## src/rtl/i2c_codec_cmd_arbiter.sv

```systemverilog
// Round-robin arbiter sharing one byte-level I2C master for SSM2603 writes.
// Optional retry-on-error via `define I2C_ARB_RETRY_EN.
module i2c_codec_cmd_arbiter #(
  parameter int         NUM_REQ     = 2,
  parameter logic [7:0] DEV_ADDR    = 8'h34,
  parameter int         MAX_RETRIES = 2
) (
  input  logic                 CLK_I2C,
  input  logic                 RESET,
  input  logic [NUM_REQ-1:0]   req_valid,
  output logic [NUM_REQ-1:0]   req_ready,
  input  logic [7*NUM_REQ-1:0] req_reg,
  input  logic [9*NUM_REQ-1:0] req_data,
  output logic [NUM_REQ-1:0]   rsp_done,
  output logic [NUM_REQ-1:0]   rsp_err,
  output logic                 busy,
  output logic [7:0]           i2c_out,
  output logic                 i2c_start,
  output logic                 i2c_end,
  output logic                 i2c_write,
  output logic                 i2c_read,
  input  logic                 i2c_ready,
  input  logic                 i2c_error
);

  localparam int IW = $clog2(NUM_REQ);

  typedef enum logic [2:0] {
    S_IDLE, S_CMD, S_HOLD, S_WAIT, S_RESP
  } state_t;

  state_t             r_state, w_state;
  logic [IW-1:0]      r_ptr, w_ptr;
  logic [2:0]         r_step, w_step;
  logic               r_err, w_err;
  logic [6:0]         r_reg, w_reg;
  logic [8:0]         r_data, w_data;
  logic               r_busy, w_busy;
  logic [NUM_REQ-1:0] r_rdy, w_rdy;
  logic [NUM_REQ-1:0] r_done, w_done;
  logic [NUM_REQ-1:0] r_errp, w_errp;
  logic [7:0]         r_out, w_out;
  logic               r_start, w_start;
  logic               r_end, w_end;
  logic               r_write, w_write;
  logic               w_any;
  logic [IW-1:0]      w_sel;
  logic               w_retry;

  // Scan downward so the nearest valid index after the pointer wins.
  always_comb begin
    logic [IW-1:0] idx;
    w_any = 1'b0;
    w_sel = '0;
    idx   = '0;
    for (int k = NUM_REQ; k >= 1; k--) begin
      idx = IW'((int'(r_ptr) + k) % NUM_REQ);
      if (req_valid[idx]) begin
        w_any = 1'b1;
        w_sel = idx;
      end
    end
  end

`ifdef I2C_ARB_RETRY_EN
  localparam int RW = $clog2(MAX_RETRIES + 1) + 1;
  logic [RW-1:0] r_retries, w_retries;

  assign w_retry = r_err && (r_retries < RW'(MAX_RETRIES));

  always_comb begin
    w_retries = r_retries;
    if (r_state == S_IDLE)
      w_retries = '0;
    else if (r_state == S_RESP && w_retry)
      w_retries = r_retries + RW'(1);
  end

  always_ff @(posedge CLK_I2C) begin
    if (RESET) r_retries <= '0;
    else       r_retries <= w_retries;
  end
`else
  assign w_retry = 1'b0;
`endif

  always_comb begin
    w_state = r_state;
    w_ptr   = r_ptr;
    w_step  = r_step;
    w_err   = r_err;
    w_reg   = r_reg;
    w_data  = r_data;
    w_busy  = r_busy;
    w_rdy   = '0;
    w_done  = '0;
    w_errp  = '0;
    w_out   = '0;
    w_start = 1'b0;
    w_end   = 1'b0;
    w_write = 1'b0;
    unique case (r_state)
      S_IDLE: begin
        if (i2c_ready && w_any) begin
          w_rdy   = NUM_REQ'(1) << w_sel;
          w_ptr   = w_sel;
          w_reg   = req_reg[int'(w_sel)*7 +: 7];
          w_data  = req_data[int'(w_sel)*9 +: 9];
          w_step  = 3'd0;
          w_err   = 1'b0;
          w_busy  = 1'b1;
          w_state = S_CMD;
        end
      end
      S_CMD: begin
        w_state = S_HOLD;
        unique case (r_step)
          3'd0: w_start = 1'b1;
          3'd1: begin
            w_write = 1'b1;
            w_out   = DEV_ADDR;
          end
          3'd2: begin
            w_write = 1'b1;
            w_out   = {r_reg, r_data[8]};
          end
          3'd3: begin
            w_write = 1'b1;
            w_out   = r_data[7:0];
          end
          default: w_end = 1'b1;
        endcase
      end
      S_HOLD: w_state = S_WAIT;
      S_WAIT: begin
        if (i2c_ready) begin
          if (r_step == 3'd4) begin
            w_state = S_RESP;
          end else if (r_step != 3'd0 && i2c_error) begin
            w_err   = 1'b1;
            w_step  = 3'd4;
            w_state = S_CMD;
          end else begin
            w_step  = r_step + 3'd1;
            w_state = S_CMD;
          end
        end
      end
      S_RESP: begin
        if (w_retry) begin
          w_err   = 1'b0;
          w_step  = 3'd0;
          w_state = S_CMD;
        end else begin
          w_busy  = 1'b0;
          w_state = S_IDLE;
          if (r_err) w_errp = NUM_REQ'(1) << r_ptr;
          else       w_done = NUM_REQ'(1) << r_ptr;
        end
      end
      default: w_state = S_IDLE;
    endcase
  end

  always_ff @(posedge CLK_I2C) begin
    if (RESET) begin
      r_state <= S_IDLE;
      r_ptr   <= IW'(NUM_REQ - 1);
      r_step  <= '0;
      r_err   <= 1'b0;
      r_reg   <= '0;
      r_data  <= '0;
      r_busy  <= 1'b0;
      r_rdy   <= '0;
      r_done  <= '0;
      r_errp  <= '0;
      r_out   <= '0;
      r_start <= 1'b0;
      r_end   <= 1'b0;
      r_write <= 1'b0;
    end else begin
      r_state <= w_state;
      r_ptr   <= w_ptr;
      r_step  <= w_step;
      r_err   <= w_err;
      r_reg   <= w_reg;
      r_data  <= w_data;
      r_busy  <= w_busy;
      r_rdy   <= w_rdy;
      r_done  <= w_done;
      r_errp  <= w_errp;
      r_out   <= w_out;
      r_start <= w_start;
      r_end   <= w_end;
      r_write <= w_write;
    end
  end

  assign req_ready = r_rdy;
  assign rsp_done  = r_done;
  assign rsp_err   = r_errp;
  assign busy      = r_busy;
  assign i2c_out   = r_out;
  assign i2c_start = r_start;
  assign i2c_end   = r_end;
  assign i2c_write = r_write;
  assign i2c_read  = 1'b0;

endmodule

```

## config.mk

```make
export PLATFORM = sky130hd
export DESIGN_NAME = i2c_codec_cmd_arbiter
export DESIGN_NICKNAME = d
export VERILOG_FILES = /design/src/rtl/i2c_codec_cmd_arbiter.sv
export SDC_FILE = /design/constraint.sdc
export NUM_CORES = 1
export LEC_CHECK = 0
export ABC_AREA = 1
export CAP_MARGIN = 20
export CELL_PAD_IN_SITES_DETAIL_PLACEMENT = 1
export CELL_PAD_IN_SITES_GLOBAL_PLACEMENT = 1
export CORE_ASPECT_RATIO = 0.6
export CORE_UTILIZATION = 36
export CTS_BUF_LIST = sky130_fd_sc_hd__clkbuf_8
export DETAILED_ROUTE_END_ITERATION = 12
export GPL_TIMING_DRIVEN = 0
export PLACE_DENSITY_LB_ADDON = 0.1
export SLEW_MARGIN = 20
export SYNTH_ARGS = -nofsm -noshare
export SYNTH_HDL_FRONTEND = slang
export SYNTH_SLANG_ARGS = --single-unit
```

## constraint.sdc

```tcl
create_clock -name CLK_I2C -period 3.5 [get_ports CLK_I2C]
set_input_delay 0.35 -clock CLK_I2C [delete_from_list [all_inputs] [get_ports CLK_I2C]]
set_output_delay 0.35 -clock CLK_I2C [all_outputs]
set_load 0.05 [all_outputs]
```

# == Yosys cells after proc, flatten, opt, wreduce, memory -nomap -nowiden ==
# Index checks and enable logic that the tools add are counted.
# classes
n_addsub,3
n_mul,2
magnitude_cmp,2
eq_ne,12
n_shift,4
muxes,28
bitwise,5
n_reduce_logical,18
# ops
op,count
$pmux W8 S3,1
$mux W3,7
$shiftx A18 B6 Y9,1
$mux W1,16
$shiftx A14 B5 Y7,1
$eq A3 B2 Y1 const B,4
$pmux W3 S4,1
$reduce_or A3 Y1,4
$ne A2 B2 Y1 const B,4
$eq A3 B1 Y1 const B,2
$eq A3 B3 Y1 const B,2
$logic_not A3 Y1,2
$pmux W3 S2,1
$reduce_and A2 Y1,3
$mul A1 B4 Y5 const B,1
$not A1 Y1,5
$reduce_and A5 Y1,1
$lt A1 B2 Y1 const B,2
$mul A1 B3 Y4 const B,1
$pmux W1 S2,2
$reduce_and A4 Y1,1
$reduce_bool A2 Y1,2
$reduce_or A4 Y1,1
$shl A1 B1 Y2 const A,2
5 further kinds,7
# totals
reg_bits,42
input_bits,38
out_inout_bits,19
wordCells,88

# == Depth between registers and ports, before layout ==
# Gate-level depths: netlist of run 1.
# logic_depth
word_depth,8
mapped_depth,11
ltp_nobuf,11

# == Worst setup path before layout of run 1 ==
# OpenSTA, ideal clock, no wires.
# synth_timing
path_kind,register -> register
startpoint,reg r_step[0]
endpoint,"reg r_out[2], in the netlist i2c_out[2]"
arrival_ps,1177
slack_ps,2202
stages_incl_launch_ff,6
n_path_buf,1
cell_sequence,dfxtp_1 -> ha_1 -> ha_1 -> buf_1 -> a221oi_1 -> nor2_1
# synth_via
elab_chain_cells,2
# synth_rtl
element,line_no,source
from (decl),34,"logic [2:0] r_step, w_step;"
from (signal assigned),184,r_step <= w_step;
$eq A3 B2 Y1 / $eq A3 B1 Y1 (equally long branches),117,unique case (r_step)
$pmux W8 S3 *,117,
to (signal assigned),192,r_out <= w_out;
to (decl),42,"logic [7:0] r_out, w_out;"
# Mark *: on every way between the ends. The rest lies on a longest branch, timed or not.
# A chain may end at the register's enable or synchronous reset.

# == Final worst setup path of run 1 ==
# layout_timing
startpoint,"reg r_out[2], in the netlist i2c_out[2]"
endpoint,out i2c_out[2]
# layout_lines
element,line_no,source
to (decl),17,"output logic [7:0] i2c_out,"
# No word-level cell between the ends.

==> results of run 1 <==
where the power goes:
part           switching (uW)  total, uW  leakage (uW)  internal, uW
Combinational             241        390      0.000631           148
Clock                     174        384     0.0000556           210
Sequential               42.7        574      0.000343           531
Total                     458       1350       0.00103           889
final cells by class:
type / count / share of cell area (%)
clock inverters: 3 / 1.626
well taps: 63 / 3.105
clock buffers: 5 / 2.711
flip-flops and latches: 42 / 33.12
plain buffers: 9 / 2.316
repair buffers: 55 / 21.69
multi-input cells: 164 / 33.07
inverters: 16 / 2.366
worst paths after layout:
check / cells after the start / slack, ns / to
worst max-delay path: 1 / 1.70 / i2c_out[2]
worst min-delay path: 2 / 0.47 / i2c_out[1]$_SDFF_PP0_
worst max register to register: 6 / 1.96 / i2c_out[0]$_SDFF_PP0_
worst min register to register: 2 / 0.47 / i2c_out[1]$_SDFF_PP0_
cells in the final DEF, fill, tap and decap left out, types with 2 or more instances in the layout:
cell | netlist | routed
inv_1 | 12 | 13
buf_4 | 4 | 4
nor2_2 | 3 | 3
a31oi_1 | 2 | 2
inv_2 | 4 | 4
nand2_2 | 10 | 10
o21ai_0 | 8 | 8
nor2_1 | 21 | 21
clkdlybuf4s50_1 | 0 | 55
a21oi_1 | 42 | 42
clkbuf_8 | 0 | 5
nand3_1 | 7 | 7
buf_2 | 2 | 2
o21ai_1 | 11 | 11
nand2_1 | 40 | 40
nor2_4 | 4 | 4
a221oi_1 | 3 | 3
nor3_1 | 5 | 5
ha_1 | 5 | 5
dfxtp_1 | 42 | 42
synth_stat cells, drive strengths merged:
library cell	instances	area [um^2]
a21oi	42	210.2
a221oi	3	26.28
a31oi	2	12.51
buf	8	55.05
clkbuf	1	3.750
conb	1	3.750
dfxtp	42	840.8
ha	5	62.56
inv	16	60.05
nand2	50	212.7
nand3	7	35.03
nand4	1	6.260
nor2	28	142.6
nor3	5	25.02
o211ai	1	7.510
o21ai	19	95.09
routing by layer:
layer / vias to the layer above / track usage, % / part of all wire (%)
li1: 890 / - / -
met1: 827 / 34.47 / 57
met2: 47 / 30.36 / 38
met3: 4 / 4.878 / 4.7
met4: 0 / 3.956 / 0.64
met5: - / 0 / 0
through the flow:
| stage | setup slack [ns] | cell area [um^2] |
|---|---|---|
| CTS | 1.701 | 2539 |
| floorplan | 2.202 | 1799 |
| global placement | 1.555 | 2429 |
| detailed placement | 1.546 | 2429 |
| finish | 1.703 | 2539 |
| global route | 1.631 | 2539 |
cell families (layout without fill, tap and decap cells):
group | Yosys count | in the layout | share of synthesized area, %
buffers and inverters | 25 | 88 | 6.606
adders and majority gates | 5 | 5 | 3.477
and+or+nand+nor | 91 | 91 | 23.44
AOI/OAI and AO/OA | 67 | 67 | 19.54
other | 1 | 1 | 0.2084
DFF | 42 | 42 | 46.73
==> summary.md, run 1 <==
| Metric | Value |
|---|---|
| PortBufs | 55 |
| Status | finished, final reports clean |
| Drt pass-1 iters | 4 |
| Syn-to-layout area delta | 41.10% |
| RSZ-0062 raised after global routing | false |
| Slew margin rel. | 54.96% |
| Max Cap Violations | 0 |
| CTS Buf Count | 5 |
| Clock root buffer | clkbuf_8 |
| HP Class | reg2reg |
| Syn_nets | 274 |
| Antenna cells | 0 |
| CP cell instances | clkdlybuf4s50_1 |
| Leakage | 0.001030 uW |
| Clock skew | 0.005801 ns |
| Post-synth cell types | 24 |
| Synth Instances | 231 |
| WL/cell | 15.23 um |
| F_max | 0.5566 GHz |
| Slowest CP cell | clkdlybuf4s50_1 |
| Die Ht | 56.76 um |
| Grt total ovfl | 0 |
| WL final | 5438 um |
| Clock Tree Buf Depth | 2 |
| Yosys warns | 0 |
| RR Startpoint | r_step[0]$_SDFFE_PP0P_ |
| RePlAce Congestion | 0.7588 |
| Final net count | 336 |
| Setup TNS | 0 ns |
| Final Max Tran Viols | 0 |
| CP Launch Type | register |
| Kind of critical path | reg2out |
| Multi-input logic area | 839.6 um^2 |
| Arrival time of the worst setup path | 1.45 ns |
| Post-CTS Hold Fix Bufs | 0 |
| Design Power | 1348 uW |
| Post-cts resize count | 0 |
| Inst Count DP | 349 |
| All-Layer GR Usage | 21.99% |
| Htree depth | 2 |
| Req. time, crit path | 3.15 ns |
| Yosys reg bits | 42 |
| Worst slew pin tran | 0.6731 ns |
| Core area | 0.004683 mm^2 |
| Synth Area per Inst | 7.789 um^2 |
| DRT antenna net count | 0 |
| Sequential share of the synthesized area | 46.73% |
| CTS tree | done |
| Die area | 0.005294 mm^2 |
| Pwr Density | 530.8 mW/mm^2 |
| Critical-path maximum fanout | 1 |
| Worst-path clk slew | 0.08 ns |
| FF/Latch Area | 840.8 um^2 |
| Total number of vias | 1768 |
| CP max stage delay | 0.80 ns |
| Die span in x | 93.27 um |
| Io pins | 57 |
| First-pass GRT wire length | 8728 um |
| Drt first-iter violations | 61 |
| Via/cell ratio | 4.952 |
| Largest net degree at the start of global routing | 14 |
| Crit share post-route | 51.33% |
| Filler Cells Inserted | 599 |
| Final Non-Filler Cells | 357 |
| Number of flip-flops in the largest register | 9 |
| Layout cells sized above 1 | 11.90% |
| Critical path endpoint category | output port |
| Hold wc startpoint | r_data[1]$_SDFFE_PP0P_ |
| Initial antenna violation count | 0 |
| Final Core Density | 54.21% |
| DP HPWL | 4147 um |
| Vias in the first global route | 1679 |
| Final setup fails | 0 |
| Drc violations | 0 |
| Row Count | 19 |
| Clk_lat worst skew | 0.30 ns |
| Final hold vios | 0 |
| Mapped Area | 0.001799 mm^2 |
| Worst vdd ir | 0.2425 mV |
| Top delay family on crit path | buffers and inverters |
| Fin crit period | 1.797 ns |
| CP Buf/Inv Count | 1 |
| Post-CTS Setup Inserts | 0 |
| Initial Util | 38.42% |
| Crit path from | i2c_out[2]$_SDFF_PP0_ |
| Hold WS | 0.4722 ns |
| Clk sink count | 42 |
Power figures use the tool's default switching activity.
==> inputs of run 2 (changes only) <==
CORE_UTILIZATION = 34   (was 36)
clock period = 1.7 ns   (was 3.5 ns; I/O delays follow)
==> run 2 against run 1 <==
  * First-iteration DRC count rose by 51%
  * Clock-buffer cell count unchanged
  * Core utilization down 4.4 points
  * Via count is 1.2% higher
  * Worst setup slack lost 1.6 ns
  * Cell count is 0.84% higher
  * Wire length rose by 0.31%
  * Flip-flop and latch count stayed put
  * Register-to-register slack got worse by 1.8 ns
  * Sequential power rose by 110%
  * Sequential share of layout area is 0.098 points higher
  * Combinational power increased by 110%
==> summary.md, run 2 (synthesized netlist as in run 1, its figures left out) <==
| Metric | Value |
|---|---|
| Status | finished, final reports clean (unchanged) |
| Clock Tree Buf Depth | 2 (unchanged) |
| HP Class | in2reg (was reg2reg) |
| CP Launch Type | register (unchanged) |
| Grt total ovfl | 0 (unchanged) |
| CP Buf/Inv Count | 1 (unchanged) |
| P_sw | 969.7 uW (was 458.1 uW) |
| Leakage | 0.001021 uW (was 0.001030 uW) |
| CP cell instances | clkdlybuf4s50_1 (unchanged) |
| Final Core Density | 49.83% (was 54.21%) |
| Seq pwr share | 44.4% (was 42.6%) |
| Layout cells sized above 1 | 12.93% (was 11.90%) |
| Final hold vios | 0 (unchanged) |
| FF/Latch Area | 840.8 um^2 (unchanged) |
| Max Cap Violations | 0 (unchanged) |
| Setup slack after layout | 0.09623 ns (was 1.703 ns) |
| Most frequent cells in the layout | clkdlybuf4s50_1, a21oi_1, dfxtp_1 (unchanged) |
| Pwr Density | 1051 mW/mm^2 (was 530.8 mW/mm^2) |
| Antenna cells | 0 (unchanged) |
| Fin crit period | 1.604 ns |
| Clock root buffer | clkbuf_8 (unchanged) |
| Io pins | 57 (unchanged) |
| Most common cell after layout, fill and taps aside | clkdlybuf4s50_1 (unchanged) |
| Combinational share of power | 31.1% (was 28.9%) |
| Post-CTS Setup Inserts | 0 (unchanged) |
| Via/cell ratio | 4.972 (was 4.952) |
| Vias in the first global route | 1711 (was 1679) |
| Worst vdd ir | 0.3599 mV (was 0.2425 mV) |
| Core area | 0.005080 mm^2 (was 0.004683 mm^2) |
| Internal Power | 1692 uW (was 889.5 uW) |
| CP max stage delay | 0.81 ns (was 0.80 ns) |
| WL/cell | 15.15 um (was 15.23 um) |
| Multi-input logic area | 848.3 um^2 (was 839.6 um^2) |
| Clock skew | 0.005012 ns (was 0.005801 ns) |
| Worst-path clk slew | 0.09 ns (was 0.08 ns) |
| Number of flip-flops in the largest register | 9 (unchanged) |
| Die area | 0.005597 mm^2 (was 0.005294 mm^2) |
| Initial Util | 35.42% (was 38.42%) |
| Crit share post-route | 94.34% |
| DRT antenna net count | 0 (unchanged) |
| Final Max Tran Viols | 0 (unchanged) |
| Kind of critical path | reg2out (unchanged) |
| Drt first-iter violations | 92 (was 61) |
| Design Power | 2661 uW (was 1348 uW) |
| Initial antenna violation count | 0 (unchanged) |
| Drt pass-1 iters | 4 (unchanged) |
| Req. time, crit path | 1.53 ns (was 3.15 ns) |
| DP HPWL | 4141 um (was 4147 um) |
| Largest net degree at the start of global routing | 15 (was 14) |
| Slew margin rel. | 65.36% (was 54.96%) |
| Post-CTS Hold Fix Bufs | 0 (unchanged) |
| Htree depth | 2 (unchanged) |
| Syn-to-layout area delta | 40.68% (was 41.10%) |
| F_max | 0.6235 GHz |
| Die span in x | 95.92 um (was 93.27 um) |
| Post-cts resize count | 0 (unchanged) |
| Clk pwr share | 24.5% (was 28.5%) |
| Worst Setup Slack post-DPL | -0.1319 ns (was 1.546 ns) |
| Clk_lat worst skew | 0.29 ns (was 0.30 ns) |
| CTS tree | done (unchanged) |
| Filler Cells Inserted | 644 (was 599) |
| Critical path endpoint category | output port (unchanged) |
| Critical-path maximum fanout | 2 (was 1) |
| Clk sink count | 42 (unchanged) |
| CTS Buf Count | 5 (unchanged) |
| Slowest CP cell | clkdlybuf4s50_1 (unchanged) |
| RePlAce Congestion | 0.8988 (was 0.7588) |
| Sw Ratio | 36.44% (was 34.00%) |
| Die Ht | 58.35 um (was 56.76 um) |
| Final net count | 336 (unchanged) |
| Final setup fails | 0 (unchanged) |
| Top delay family on crit path | buffers and inverters (unchanged) |
| First-pass GRT wire length | 8666 um (was 8728 um) |
| Arrival time of the worst setup path | 1.43 ns (was 1.45 ns) |
| Row Count | 20 (was 19) |
| All-Layer GR Usage | 21.21% (was 21.99%) |
| Setup TNS | 0 ns (unchanged) |
| WL final | 5455 um (was 5438 um) |
| Drc violations | 0 (unchanged) |
| Total number of vias | 1790 (was 1768) |
| Worst slew pin tran | 0.5180 ns (was 0.6731 ns) |
| PortBufs | 55 (unchanged) |
==> run 2: cell count changes in the layout (fill, tap and decap cells not counted) <==
cell | previous run | this run
a221oi_1 | 3 | 2
bufinv_16 | 1 | 0
nor2_1 | 21 | 20
o21ai_1 | 11 | 12
a221oi_2 | 0 | 1
inv_1 | 13 | 12
clkinv_4 | 0 | 1
nor2_2 | 3 | 4
clkinv_2 | 0 | 1
o21ai_0 | 8 | 7
==> run 2: area by class of cell <==
class | count | area share (%)
multi-input cells | 164 | 33.51
flip-flops and latches | 42 | 33.22
plain buffers | 9 | 2.323
repair buffers | 55 | 21.75
clock buffers | 5 | 2.719
well taps | 66 | 3.262
inverters | 16 | 2.373
clock inverters | 3 | 0.8403
==> run 2: power by group through the flow <==
stage / registers, uW / clock network [uW] / logic (uW)
2_1_floorplan: 1230 / 0 / 490
3_3_place_gp: 1190 / 0 / 795
3_5_place_dp: 1200 / 0 / 811
4_1_cts: 1180 / 672 / 817
5_1_grt: 1200 / 723 / 915
6_report: 1180 / 652 / 828
==> run 2: worst paths after layout <==
| check | slack (ns) | endpoint | startpoint | depth (start not counted) |
|---|---|---|---|---|
| worst max register to register | 0.13 | i2c_out[4]$_SDFF_PP0_ | r_step[2]$_SDFFE_PP0P_ | 5 |
| worst max-delay path | 0.1 | busy | busy$_SDFFE_PP0P_ | 1 |
| worst min-delay path | 0.43 | r_reg[6]$_SDFFE_PP0P_ | req_reg[6] | 3 |
| worst min register to register | 0.47 | i2c_out[7]$_SDFF_PP0_ | r_data[7]$_SDFFE_PP0P_ | 2 |
==> run 2: routing by layer <==
layer,vias to the layer above,part of all wire (%),global-route usage (%)
met5,-,0,0
met4,0,0.35,3.838
met3,2,4.8,4.780
met2,46,40,29.08
met1,849,55,33.68
li1,893,-,-
==> run 2: per-stage QoR <==
stage / cells / cell area (um^2) / hold WS (ns)
3_3_place_gp: 352 / 2432 / 0.4513
2_1_floorplan: 231 / 1799 / 0.2391
3_5_place_dp: 352 / 2432 / 0.4572
5_1_grt: 360 / 2531 / 0.4465
4_1_cts: 360 / 2522 / 0.4287
6_report: 360 / 2531 / 0.4348
